[src/rtl/axicb_pkg.sv]
// Shared crossbar definitions: master count, B channel field offsets and
// one-hot helper used by the write switch and its arbiter.
package axicb_pkg;

  localparam int unsigned MST_NB      = 4;
  localparam int unsigned MST_IDX_W   = 2;
  localparam int unsigned BCH_BID_LSB = 0;

  // BRESP sits directly above BID in the concatenated B payload.
  function automatic int unsigned bch_bresp_lsb(input int unsigned id_w);
    return id_w;
  endfunction

  // One-hot to binary index; all-zero maps to index 0.
  function automatic logic [MST_IDX_W-1:0] oh2idx(input logic [MST_NB-1:0] oh);
    logic [MST_IDX_W-1:0] idx;
    idx = '0;
    for (int i = 0; i < MST_NB; i++) begin
      if (oh[i]) idx = idx | MST_IDX_W'(i);
    end
    return idx;
  endfunction

endpackage

[src/rtl/axicb_rr_arbiter.sv]
// Round-robin arbiter with grant lock.
// Ports: aclk/aresetn/srst, req (per-master request), en (grant accepted:
// advance pointer past winner, release lock), stall (grant presented but not
// accepted: freeze current grant), grant (one-hot, combinational).
import axicb_pkg::*;

module axicb_rr_arbiter (
  input  logic              aclk,
  input  logic              aresetn,
  input  logic              srst,
  input  logic [MST_NB-1:0] req,
  input  logic              en,
  input  logic              stall,
  output logic [MST_NB-1:0] grant
);

  logic [MST_IDX_W-1:0] ptr_q;
  logic                 lock_q;
  logic [MST_NB-1:0]    lock_grant_q;
  logic [MST_NB-1:0]    rr_grant;
  logic [MST_IDX_W-1:0] idx;
  logic                 found;

  // Search for the first requester starting at the priority pointer.
  always_comb begin
    rr_grant = '0;
    idx      = '0;
    found    = 1'b0;
    for (int k = 0; k < MST_NB; k++) begin
      idx = MST_IDX_W'(ptr_q + MST_IDX_W'(k));
      if (!found && req[idx]) begin
        rr_grant[idx] = 1'b1;
        found         = 1'b1;
      end
    end
  end

  assign grant = lock_q ? lock_grant_q : rr_grant;

  // Pointer and lock state.
  always_ff @(posedge aclk or negedge aresetn) begin
    if (!aresetn) begin
      ptr_q        <= '0;
      lock_q       <= 1'b0;
      lock_grant_q <= '0;
    end else if (srst) begin
      ptr_q        <= '0;
      lock_q       <= 1'b0;
      lock_grant_q <= '0;
    end else if (en) begin
      ptr_q  <= MST_IDX_W'(oh2idx(grant) + MST_IDX_W'(1));
      lock_q <= 1'b0;
    end else if (stall && !lock_q) begin
      lock_q       <= 1'b1;
      lock_grant_q <= grant;
    end
  end

endmodule

[src/rtl/axicb_scfifo.sv]
// Single-clock FIFO.
// Ports: aclk/aresetn/srst, push/data_in, pop/data_out, full, empty.
// With PASS_THRU=0 a pushed word becomes visible on data_out the cycle after
// the push. Pop on empty is ignored; push on full is accepted only together
// with a pop.
module axicb_scfifo #(
  parameter int unsigned DATA_WIDTH = 4,
  parameter int unsigned DEPTH      = 4,
  parameter int unsigned PASS_THRU  = 0
) (
  input  logic                  aclk,
  input  logic                  aresetn,
  input  logic                  srst,
  input  logic                  push,
  input  logic [DATA_WIDTH-1:0] data_in,
  input  logic                  pop,
  output logic [DATA_WIDTH-1:0] data_out,
  output logic                  full,
  output logic                  empty
);

  localparam int unsigned PTR_W = $clog2(DEPTH);
  localparam int unsigned CNT_W = PTR_W + 1;

  logic [DATA_WIDTH-1:0] mem [DEPTH];
  logic [PTR_W-1:0]      wr_q;
  logic [PTR_W-1:0]      rd_q;
  logic [CNT_W-1:0]      cnt_q;
  logic                  do_push;
  logic                  do_pop;

  assign empty   = (cnt_q == '0);
  assign full    = (cnt_q == CNT_W'(DEPTH));
  assign do_pop  = pop & ~empty;
  assign do_push = push & (~full | do_pop);

  assign data_out = (PASS_THRU != 0 && empty) ? data_in : mem[rd_q];

  // Storage array, no reset needed.
  always_ff @(posedge aclk) begin
    if (do_push) mem[wr_q] <= data_in;
  end

  // Pointers and occupancy; DEPTH is a power of two so pointers wrap naturally.
  always_ff @(posedge aclk or negedge aresetn) begin
    if (!aresetn) begin
      wr_q  <= '0;
      rd_q  <= '0;
      cnt_q <= '0;
    end else if (srst) begin
      wr_q  <= '0;
      rd_q  <= '0;
      cnt_q <= '0;
    end else begin
      if (do_push) wr_q <= PTR_W'(wr_q + PTR_W'(1));
      if (do_pop)  rd_q <= PTR_W'(rd_q + PTR_W'(1));
      case ({do_push, do_pop})
        2'b10:   cnt_q <= CNT_W'(cnt_q + CNT_W'(1));
        2'b01:   cnt_q <= CNT_W'(cnt_q - CNT_W'(1));
        default: cnt_q <= cnt_q;
      endcase
    end
  end

endmodule

[src/rtl/axicb_mst_switch_wr.sv]
// Slave-side write switch: merges AW/W from up to four masters into one slave.
// AW is arbitrated round-robin, grant order is queued so W bursts follow AW
// order, and B responses are steered back by matching BID against per-master
// ID masks.
// Ports: aclk/aresetn/srst; i_aw*/i_w*/i_b* master-facing (per master,
// i_bch broadcast); o_aw*/o_w*/o_b* slave-facing.
module axicb_mst_switch_wr #(
  parameter int unsigned AXI_ADDR_W      = 8,
  parameter int unsigned AXI_ID_W        = 8,
  parameter int unsigned MST_NB          = 4,
  parameter int unsigned MST_OSTDREQ_NUM = 4,
  parameter logic [AXI_ID_W-1:0] MST0_ID_MASK = 'h10,
  parameter logic [AXI_ID_W-1:0] MST1_ID_MASK = 'h20,
  parameter logic [AXI_ID_W-1:0] MST2_ID_MASK = 'h40,
  parameter logic [AXI_ID_W-1:0] MST3_ID_MASK = 'h80,
  parameter int unsigned AWCH_W          = 8,
  parameter int unsigned WCH_W           = 8,
  parameter int unsigned BCH_W           = 10
) (
  input  logic                     aclk,
  input  logic                     aresetn,
  input  logic                     srst,
  input  logic [MST_NB-1:0]        i_awvalid,
  output logic [MST_NB-1:0]        i_awready,
  input  logic [MST_NB*AWCH_W-1:0] i_awch,
  input  logic [MST_NB-1:0]        i_wvalid,
  output logic [MST_NB-1:0]        i_wready,
  input  logic [MST_NB-1:0]        i_wlast,
  input  logic [MST_NB*WCH_W-1:0]  i_wch,
  output logic [MST_NB-1:0]        i_bvalid,
  input  logic [MST_NB-1:0]        i_bready,
  output logic [BCH_W-1:0]         i_bch,
  output logic                     o_awvalid,
  input  logic                     o_awready,
  output logic [AWCH_W-1:0]        o_awch,
  output logic                     o_wvalid,
  input  logic                     o_wready,
  output logic                     o_wlast,
  output logic [WCH_W-1:0]         o_wch,
  input  logic                     o_bvalid,
  output logic                     o_bready,
  input  logic [BCH_W-1:0]         o_bch
);

  import axicb_pkg::oh2idx;
  import axicb_pkg::MST_IDX_W;
  import axicb_pkg::BCH_BID_LSB;

  localparam logic [MST_NB*AXI_ID_W-1:0] ID_MASKS =
    {MST3_ID_MASK, MST2_ID_MASK, MST1_ID_MASK, MST0_ID_MASK};

  // The AW payload is expected to carry at least the address.
  if (AWCH_W < AXI_ADDR_W) begin : g_awch_narrow
  end

  logic                 act;
  logic [MST_NB-1:0]    aw_grant;
  logic [MST_IDX_W-1:0] aw_idx;
  logic                 aw_req;
  logic                 aw_hs;
  logic                 aw_stall;
  logic                 fifo_full;
  logic                 fifo_empty;
  logic                 fifo_pop;
  logic [MST_NB-1:0]    fifo_dout;
  logic [MST_NB-1:0]    w_head;
  logic [MST_IDX_W-1:0] w_idx;
  logic [AXI_ID_W-1:0]  bid;
  logic [MST_NB-1:0]    b_sel;
  logic [MST_IDX_W-1:0] b_idx;
  logic                 b_any;

  // Handshake outputs are forced low while either reset is active.
  assign act = aresetn & ~srst;

  axicb_rr_arbiter u_arb (
    .aclk    (aclk),
    .aresetn (aresetn),
    .srst    (srst),
    .req     (i_awvalid),
    .en      (aw_hs),
    .stall   (aw_stall),
    .grant   (aw_grant)
  );

  // AW: granted master straight through, blocked while grant queue is full.
  assign aw_idx    = oh2idx(aw_grant);
  assign aw_req    = |(aw_grant & i_awvalid);
  assign o_awvalid = act & aw_req & ~fifo_full;
  assign i_awready = (act & o_awready & ~fifo_full) ? aw_grant : '0;
  assign o_awch    = i_awch[32'(aw_idx)*AWCH_W +: AWCH_W];
  assign aw_hs     = o_awvalid & o_awready;
  assign aw_stall  = o_awvalid & ~o_awready;

  axicb_scfifo #(
    .DATA_WIDTH (MST_NB),
    .DEPTH      (MST_OSTDREQ_NUM),
    .PASS_THRU  (0)
  ) u_grant_fifo (
    .aclk     (aclk),
    .aresetn  (aresetn),
    .srst     (srst),
    .push     (aw_hs),
    .data_in  (aw_grant),
    .pop      (fifo_pop),
    .data_out (fifo_dout),
    .full     (fifo_full),
    .empty    (fifo_empty)
  );

  // W: oldest granted master owns the slave W channel until its last beat.
  assign w_head   = fifo_empty ? '0 : fifo_dout;
  assign w_idx    = oh2idx(w_head);
  assign o_wvalid = act & ~fifo_empty & i_wvalid[w_idx];
  assign o_wlast  = act & ~fifo_empty & i_wlast[w_idx];
  assign o_wch    = i_wch[32'(w_idx)*WCH_W +: WCH_W];
  assign i_wready = (act & ~fifo_empty & o_wready) ? w_head : '0;
  assign fifo_pop = o_wvalid & o_wready & o_wlast;

  // B: lowest-index master whose mask bits are all set in BID owns the response.
  assign bid = o_bch[BCH_BID_LSB +: AXI_ID_W];

  always_comb begin
    b_sel = '0;
    b_idx = '0;
    b_any = 1'b0;
    for (int i = 0; i < MST_NB; i++) begin
      if (!b_any &&
          ((bid & ID_MASKS[i*AXI_ID_W +: AXI_ID_W]) == ID_MASKS[i*AXI_ID_W +: AXI_ID_W])) begin
        b_sel[i] = 1'b1;
        b_idx    = MST_IDX_W'(i);
        b_any    = 1'b1;
      end
    end
  end

  // Unowned responses are accepted and dropped so the slave never stalls.
  assign i_bvalid = (act & o_bvalid) ? b_sel : '0;
  assign o_bready = act & (b_any ? i_bready[b_idx] : 1'b1);
  assign i_bch    = o_bch;

endmodule

[config.mk]
export PLATFORM = sky130hd
export DESIGN_NAME = axicb_mst_switch_wr
export DESIGN_NICKNAME = d
export VERILOG_FILES = /design/src/rtl/axicb_pkg.sv /design/src/rtl/axicb_rr_arbiter.sv /design/src/rtl/axicb_scfifo.sv /design/src/rtl/axicb_mst_switch_wr.sv
export SDC_FILE = /design/constraint.sdc
export NUM_CORES = 1
export LEC_CHECK = 0
export ABC_AREA = 1
export CORE_AREA = 3 3 91 93
export CTS_CLUSTER_SIZE = 14
export DETAILED_ROUTE_END_ITERATION = 6
export DIE_AREA = 0 0 94 96
export GPL_ROUTABILITY_DRIVEN = 0
export PLACE_DENSITY = 0.76
export SLEW_MARGIN = 20
export SYNTH_ARGS = -nofsm -noshare
export SYNTH_HDL_FRONTEND = slang
export SYNTH_HIERARCHICAL = 1
export SYNTH_SLANG_ARGS = --single-unit
[constraint.sdc]
create_clock -name aclk -period 4.1 [get_ports aclk]
set_clock_uncertainty 0.15 [all_clocks]
set_input_delay 0.41 -clock aclk [delete_from_list [all_inputs] [get_ports aclk]]
set_output_delay 0.41 -clock aclk [all_outputs]
set_load 0.03 [all_outputs]
==> Word level (Yosys, flattened, before mapping) <==
Memory sizes are Yosys's and may differ from the RTL's.
Cells that the tools add are included.
{ "op_classes": {"add_sub_neg": 8, "multipliers": 0, "n_div": 0, "order_cmp": 10, "eq_ne": 4, "shift": 2, "n_mux": 69, "bitwise": 26, "n_reduce_logical": 27} }
{ "op_table": {"columns": ["cell", "n"], "rows": [
  ["indexed part select 32 x 6 -> 8 bit", 2],
  ["2-to-1 mux 4 bit", 12],
  ["2-to-1 mux 1 bit", 30],
  ["2-to-1 mux 2 bit", 14],
  ["< comparator 2 x 3 -> 1 bit (second input constant)", 6],
  ["bitwise AND 1 bit", 17],
  ["binary-select mux 1 bit (select 2 bit)", 7],
  ["bitwise OR 4 bit", 3],
  ["logical AND 1 bit", 11],
  ["adder 2 x 1 -> 2 bit (second input constant)", 4],
  ["demux 1 bit (select 2 bit)", 4],
  [">= comparator 2 x 1 -> 1 bit (second input constant)", 4],
  ["nonzero test 2 bit", 4],
  ["zero test 1 bit", 7],
  ["case mux 3 bit (2 select lines)", 1],
  ["nonzero test 3 bit", 2],
  ["adder 2 bit (second input constant)", 2],
  ["bitwise AND 4 bit", 1],
  ["NOT 1 bit", 4],
  ["OR reduction 4 bit", 1],
  ["adder 3 x 1 -> 3 bit (second input constant)", 1],
  ["equality test 3 bit (second input constant)", 1],
  ["zero test 3 bit", 1],
  ["2-to-1 mux 3 bit", 1],
  ["6 further kinds", 6]
]} }
{ "word_totals": {"reg_bits": 14, "latchBits": 0, "mem_bits_rw": 16, "romBits": 0, "input_bits": 96, "n_memories": 1} }
{ "mem_list": {"columns": ["memory", "depth", "width", "rd", "rd_ports_with_merged_regs", "wr", "line", "text"], "rows": [
  ["u_grant_fifo.mem", 4, 4, 1, 0, 1, "axicb_scfifo.sv:25", "logic [DATA_WIDTH-1:0] mem [DEPTH];"]
]} }

==> Depth between registers and ports, before layout <==
{ "logic_depth": {"word_depth": 23, "mapped_depth": 26, "depth_no_buf": 25} }

==> Hierarchy <==
The synthesis kept the hierarchy.
{ "by_module_without_submodules": {"columns": ["mod", "n_inst", "cells_per_inst", "area_each_um2", "seq_area_each_um2"], "rows": [
  ["axicb_scfifo", 1, 103, 1094.8, 655.6],
  ["axicb_mst_switch_wr", 1, 175, 865.8, 0.0],
  ["axicb_rr_arbiter", 1, 120, 783.3, 175.2]
]} }

==> Worst setup path after synthesis <==
No wires, ideal clock.
{ "synth_timing": {"path_type": "reg-to-reg", "from": "register u_arb.ptr_q[0]", "to": "register u_grant_fifo.cnt_q[2]", "setup_ns": 0.119, "arrival_time_ns": 3.511, "required_ns": 3.831, "path_slack_ns": 0.320, "path_stages_with_launch": 27, "path_cell_list": "dfrtp_1 > inv_4 > ha_1 > inv_1 > nand3_1 > nand2_1 > nand2_4 > nor2_8 > nand2_1 > nand3_2 > nand2_4 > clkinv_2 > buf_2 > nand2_1 > nand4_1 > inv_1 > nor2_1 > inv_1 > nand3_1 > inv_1 > fa_1 > xnor2_1 > inv_1 > nand2_1 > nand2_1 > nand3_1 > nand2_1"} }
{ "synth_via": {"elab_chain_len": 22, "elab_cells_between_ends": 59, "cone_classes": "3 x add/sub; 8 x order compare; 2 x eq/ne; 26 x mux; 8 x bitwise; 12 x reduce/logical"} }
{ "synth_rtl": {"columns": ["item", "line", "text"], "rows": [
  ["from (decl)", "axicb_rr_arbiter.sv:17", "logic [MST_IDX_W-1:0] ptr_q;"],
  ["from (signal assigned)", "axicb_rr_arbiter.sv:51", "ptr_q <= MST_IDX_W'(oh2idx(grant) + MST_IDX_W'(1));"],
  ["parallel branches: the longest is 11 deep, another holds < comparator 2 x 3 -> 1 bit", null, null],
  ["2-to-1 mux 4 bit *", "axicb_rr_arbiter.sv:31", "if (!found && req[idx]) begin"],
  ["2-to-1 mux 4 bit *", "axicb_rr_arbiter.sv:38", "assign grant = lock_q ? lock_grant_q : rr_grant;"],
  ["via aw_grant[1]", "axicb_mst_switch_wr.sv:57", "logic [MST_NB-1:0] aw_grant;"],
  ["bitwise AND 4 bit *", "axicb_mst_switch_wr.sv:88", "assign aw_req = |(aw_grant & i_awvalid);"],
  ["OR reduction 4 bit *", "axicb_mst_switch_wr.sv:88", null],
  ["bitwise AND 1 bit * (2 in a row)", "axicb_mst_switch_wr.sv:89", "assign o_awvalid = act & aw_req & ~fifo_full;"],
  ["bitwise AND 1 bit *", "axicb_mst_switch_wr.sv:92", "assign aw_hs = o_awvalid & o_awready;"],
  ["via aw_hs", "axicb_mst_switch_wr.sv:60", "logic aw_hs;"],
  ["bitwise AND 1 bit *", "axicb_scfifo.sv:35", "assign do_push = push & (~full | do_pop);"],
  ["equality test 2 x 1 -> 1 bit / equality test 2 bit (equally long branches)", "axicb_scfifo.sv:57", "case ({do_push, do_pop})"],
  ["case mux 3 bit (2 select lines)", "axicb_scfifo.sv:57", null],
  ["2-to-1 mux 3 bit", "axicb_scfifo.sv:50", "end else if (srst) begin"],
  ["to (signal assigned)", "axicb_scfifo.sv:58", "2'b10: cnt_q <= CNT_W'(cnt_q + CNT_W'(1));"],
  ["to (signal assigned)", "axicb_scfifo.sv:59", "2'b01: cnt_q <= CNT_W'(cnt_q - CNT_W'(1));"],
  ["to (signal assigned)", "axicb_scfifo.sv:60", "default: cnt_q <= cnt_q;"],
  ["to (decl)", "axicb_scfifo.sv:28", "logic [CNT_W-1:0] cnt_q;"]
]} }
Mark *: on every way through the listed nets, which the timed path passes. The select of a mux whose other input is x is not followed.
A chain may end at the register's enable or synchronous reset.

==> Final worst setup path <==
{ "layout_timing": {"from": "register u_arb.ptr_q[1]", "to": "output port o_awch[7]"} }
{ "layout_via": {"elab_cells_between_ends": 52, "cone_classes": "3 x add/sub; 8 x order compare; 1 x shift; 27 x mux; 3 x bitwise; 10 x reduce/logical"} }
{ "layout_lines": {"columns": ["item", "line", "text"], "rows": [
  ["parallel branches: the longest is 11 deep, another holds < comparator 2 x 3 -> 1 bit", null, null],
  ["2-to-1 mux 4 bit *", "axicb_rr_arbiter.sv:31", null],
  ["2-to-1 mux 4 bit *", "axicb_rr_arbiter.sv:38", null],
  ["via aw_grant[3]", "axicb_mst_switch_wr.sv:57", null],
  ["2-to-1 mux 2 bit *", "axicb_pkg.sv:19", "if (oh[i]) idx = idx | MST_IDX_W'(i);"],
  ["indexed part select 32 x 6 -> 8 bit *", "axicb_mst_switch_wr.sv:91", "assign o_awch = i_awch[32'(aw_idx)*AWCH_W +: AWCH_W];"],
  ["to (decl)", "axicb_mst_switch_wr.sv:35", "output logic [AWCH_W-1:0] o_awch,"]
]} }
Marked as above.

==> out/metrics.yaml <==
yosys:
  synthSimpleGateAreaFrac_pct: 32.1
  ys_ff_latch: 30
  synth_fp_nets: 505
  synth_mux_area_share_pct: 0
  synthCells: 398
  synth_top_family_by_area: "simple AND/OR/NAND/NOR gates"
  syn_area_per_cell_sq_um: 6.89
  ys_seq_area_share_pct: 30.3
  synth_xor_area_share_pct: 0.319
  synth_compound_area_share_pct: 18.5
  ys_warn_count: 6
  synth_cell_types: 34
  synthAdderAreaFrac_pct: 5.29
  syn_area_sq_mm: 0.00274
clock_tree:
  post-cts-setup-buffer-count: 0
  clock_path_buffers: 2
  holdBufCountCts: 0
  cts_tree: "done"
  root_buffer: "clkbuf_8"
  cts-htree-levels: 2
  clock_latency_ns: 0.28
  clock-sinks: 30
  path_clk_slew_ns: 0.06
  cts_buffers: 5
worst_setup_path:
  worst_path_max_delay_cell: "clkdlybuf4s50_1"
  cp_max_fo: 8
  worstSetupStartpointType: "flop"
  worstSetupEndpointType: "output pin"
  critPathArrivalTime_ns: 3.32
  path_common_cell: "nand2_1"
  max_stage_delay_ns: 0.70
  crit_type: "flop to output pin"
  cp_data_required_time_ns: 3.54
  path_cells: "inv_2, ha_1, inv_1, nand3_1, nand2_1, nand2_4, nor2_8, nand2_1, nand3_1, nand2_1, inv_2, nor2_2, inv_1, nand2_1, a22oi_1, clkdlybuf4s50_1"
power_and_ir_drop:
  p_sw_share_pct: 42.1
  clockPowerShare_pct: 17.7
  peakVddDrop_uv: 236
  p_sw_uw: 575
  power.density_mw_per_mm2: 327
  power.leakage_nw: 1.88
  pwr-share-seq_pct: 25.5
  p_int_uw: 793
  combPwrFrac_pct: 56.8
route:
  wire_per_inst_um: 12.9
  first_pass_iters: 4
  drtIter0Drc: 109
  drc: 0
  avgViaCountPerCell: 5.00
  totalWireLength_um: 8080
  vias: 3117
  drtAntennaViolNets: 0
place:
  place_inst: 616
  numPortBuffers: 125
  dp_slack_ns: 0.206
  dp_hpwl_um: 6570
grt:
  grt_max_degree: 21
  overflow: 0
  first_global_vias: 2923
  grt_util_all_layers_pct: 16.8
  grt_pass1_wl_um: 12300
  antenna_found_initial: 0
cells_and_area:
  area_growth_pct: 52.4
  antenna_cells: 0
  instances_no_fill: 624
  layout-drive-gt1-share_pct: 9.77
  layout_common_cells: "clkdlybuf4s50_1 (118), nand2_1 (73), nor2_1 (58), inv_1 (56), nand3_1 (27)"
  final_common_cell: "clkdlybuf4s50_1"
  fin_nets: 628
timing:
  hold_ws_ns: 0.331
  setup_viol: 0
  fin_crit_ns: 3.88
  finalHoldViolations: 0
  slew_violations: 0
  slew_headroom_pct: 57.1
  post-route-period-util_pct: 94.6
  fin_ws_ns: 0.222
  worstMarginPinSlew_ns: 0.643
  rsz0062_at_grt: "no"
  setup_tns_ns: 0
  fmax_mhz: 258
floorplan:
  core_area_sq_mm: 0.00761
  die_x_um: 94
  die-area_sq_mm: 0.00902
  io_pins: 138
  num_rows: 32
  dieHeight_um: 96
  initial_core_util_pct: 36.1
outcome:
  outcome: "complete, no violations"
job:
  max-cap-violations: 0
min_path:
  hp-class: "input port to async pin"
[final cells by class]
| cell class | count | area [sq um] |
|---|---|---|
| Tap cell | 102 | 128 |
| Fill cell | 727 | 3420 |
| Multi-Input combinational cell | 286 | 1550 |
| Clock inverter | 2 | 12.5 |
| Sequential cell | 30 | 832 |
| Timing Repair Buffer | 134 | 1330 |
| Clock buffer | 6 | 82.6 |
| Inverter | 64 | 245 |
[worst max-delay path: cells and delay by family, from the launching register on]
kind / cells / cell delay, ns
AOI/OAI and AO/OA: 1 / 0.19
and+or+nand+nor: 9 / 0.80
buffers and inverters: 5 / 1.26
adders and majority gates: 1 / 0.33
DFF: 1 / 0.46
[path summary, 6_finish.rpt]
path | startpoint | to | slack, ns | cells past startpoint
hold / removal | aresetn | u_grant_fifo/rd_q[1] | 0.33 | 2
setup / recovery | u_arb/ptr_q[1] | o_awch[7] | 0.22 | 16
max in group asynchronous | aresetn | u_arb/ptr_q[1] | 3.29 | 2
setup reg to reg | u_arb/ptr_q[1] | u_grant_fifo/cnt_q[2] | 0.37 | 25
min in group aclk | u_arb/lock_grant_q[0] | u_arb/lock_grant_q[0] | 0.36 | 2
hold reg to reg | u_arb/lock_grant_q[0] | u_arb/lock_grant_q[0] | 0.36 | 2
[cells by family after synthesis]
group / after synthesis
flip-flops: 30
AND/OR/NAND/NOR: 188
XOR/XNOR: 1
adder cells (fa/ha/maj): 11
buffers and inverters: 82
AO/OA/AOI/OAI: 86
[flip-flops by register name (all words and copies together), names as in the netlist]
register            cells
u_grant_fifo/mem       16
u_arb/lock_grant_q      4
u_grant_fifo/cnt_q      3
u_arb/ptr_q             2
u_grant_fifo/rd_q       2
u_grant_fifo/wr_q       2
u_arb/lock_q            1
[layer usage]
layer | GRT usage [%] | vias to the layer above | part of all wire, %
met5 | 0 | - | 0
met4 | 5.42 | 0 | 1.3
met3 | 5.47 | 14 | 11
met2 | 30.8 | 141 | 46
met1 | 18.5 | 1414 | 42
li1 | - | 1548 | -
[cells in the mapped netlist]
| cell | n | area (sq um) |
|---|---|---|
| nor2_1 | 58 | 218 |
| nand4_1 | 3 | 18.8 |
| nor4_1 | 1 | 6.26 |
| o2111ai_1 | 1 | 8.76 |
| edfxtp_1 | 16 | 480 |
| ha_1 | 10 | 125 |
| o21ai_4 | 2 | 32.5 |
| a21oi_1 | 17 | 85.1 |
| nand3_1 | 27 | 135 |
| a22oi_1 | 8 | 60.1 |
| nand3_2 | 5 | 50.1 |
| nor2_4 | 2 | 22.5 |
| nand2_4 | 4 | 45.0 |
| clkbuf_2 | 1 | 5.00 |
| nor2_2 | 2 | 12.5 |
| buf_2 | 4 | 20.0 |
| o21ai_1 | 8 | 40.0 |
| buf_6 | 1 | 11.3 |
| nand2_1 | 73 | 274 |
| nor2_8 | 1 | 20.0 |
| o22ai_1 | 24 | 150 |
| dfrtp_1 | 14 | 350 |
| inv_2 | 2 | 7.51 |
| o21ai_0 | 26 | 130 |
| inv_1 | 58 | 218 |
| inv_4 | 1 | 6.26 |
| buf_4 | 12 | 90.1 |
| nand2_2 | 8 | 50.1 |
| clkinv_1 | 1 | 3.75 |
| fa_1 | 1 | 20.0 |
| or2_2 | 1 | 6.26 |
| nand3b_1 | 3 | 22.5 |
| clkinv_2 | 2 | 10.0 |
| xnor2_1 | 1 | 8.76 |
[power groups by stage]
stage / Clock (mW) / Sequential [mW] / Combinational, mW
after global placement: 0 / 0.354 / 0.773
after floorplan: 0 / 0.352 / 0.495
after CTS: 0.247 / 0.349 / 0.782
after detailed placement: 0 / 0.355 / 0.781
final: 0.242 / 0.349 / 0.777
after global routing: 0.259 / 0.351 / 0.841
[what timing repair did]
action | in CTS | in global routing
setup endpoints to repair | 8 | 14
resized for setup | 1 | 11
endpoints found under the hold margin | 0 | 0
[per-stage QoR]
stage,power (mW),instance area (sq um),util (%)
floorplan,0.847,2740,-
global route,1.45,4180,55.0
detailed placement,1.14,4060,53.4
finish,1.37,4180,55.0
CTS,1.38,4160,54.7
global placement,1.13,4060,53.4
Note: power is estimated with default switching activity, not from simulation.
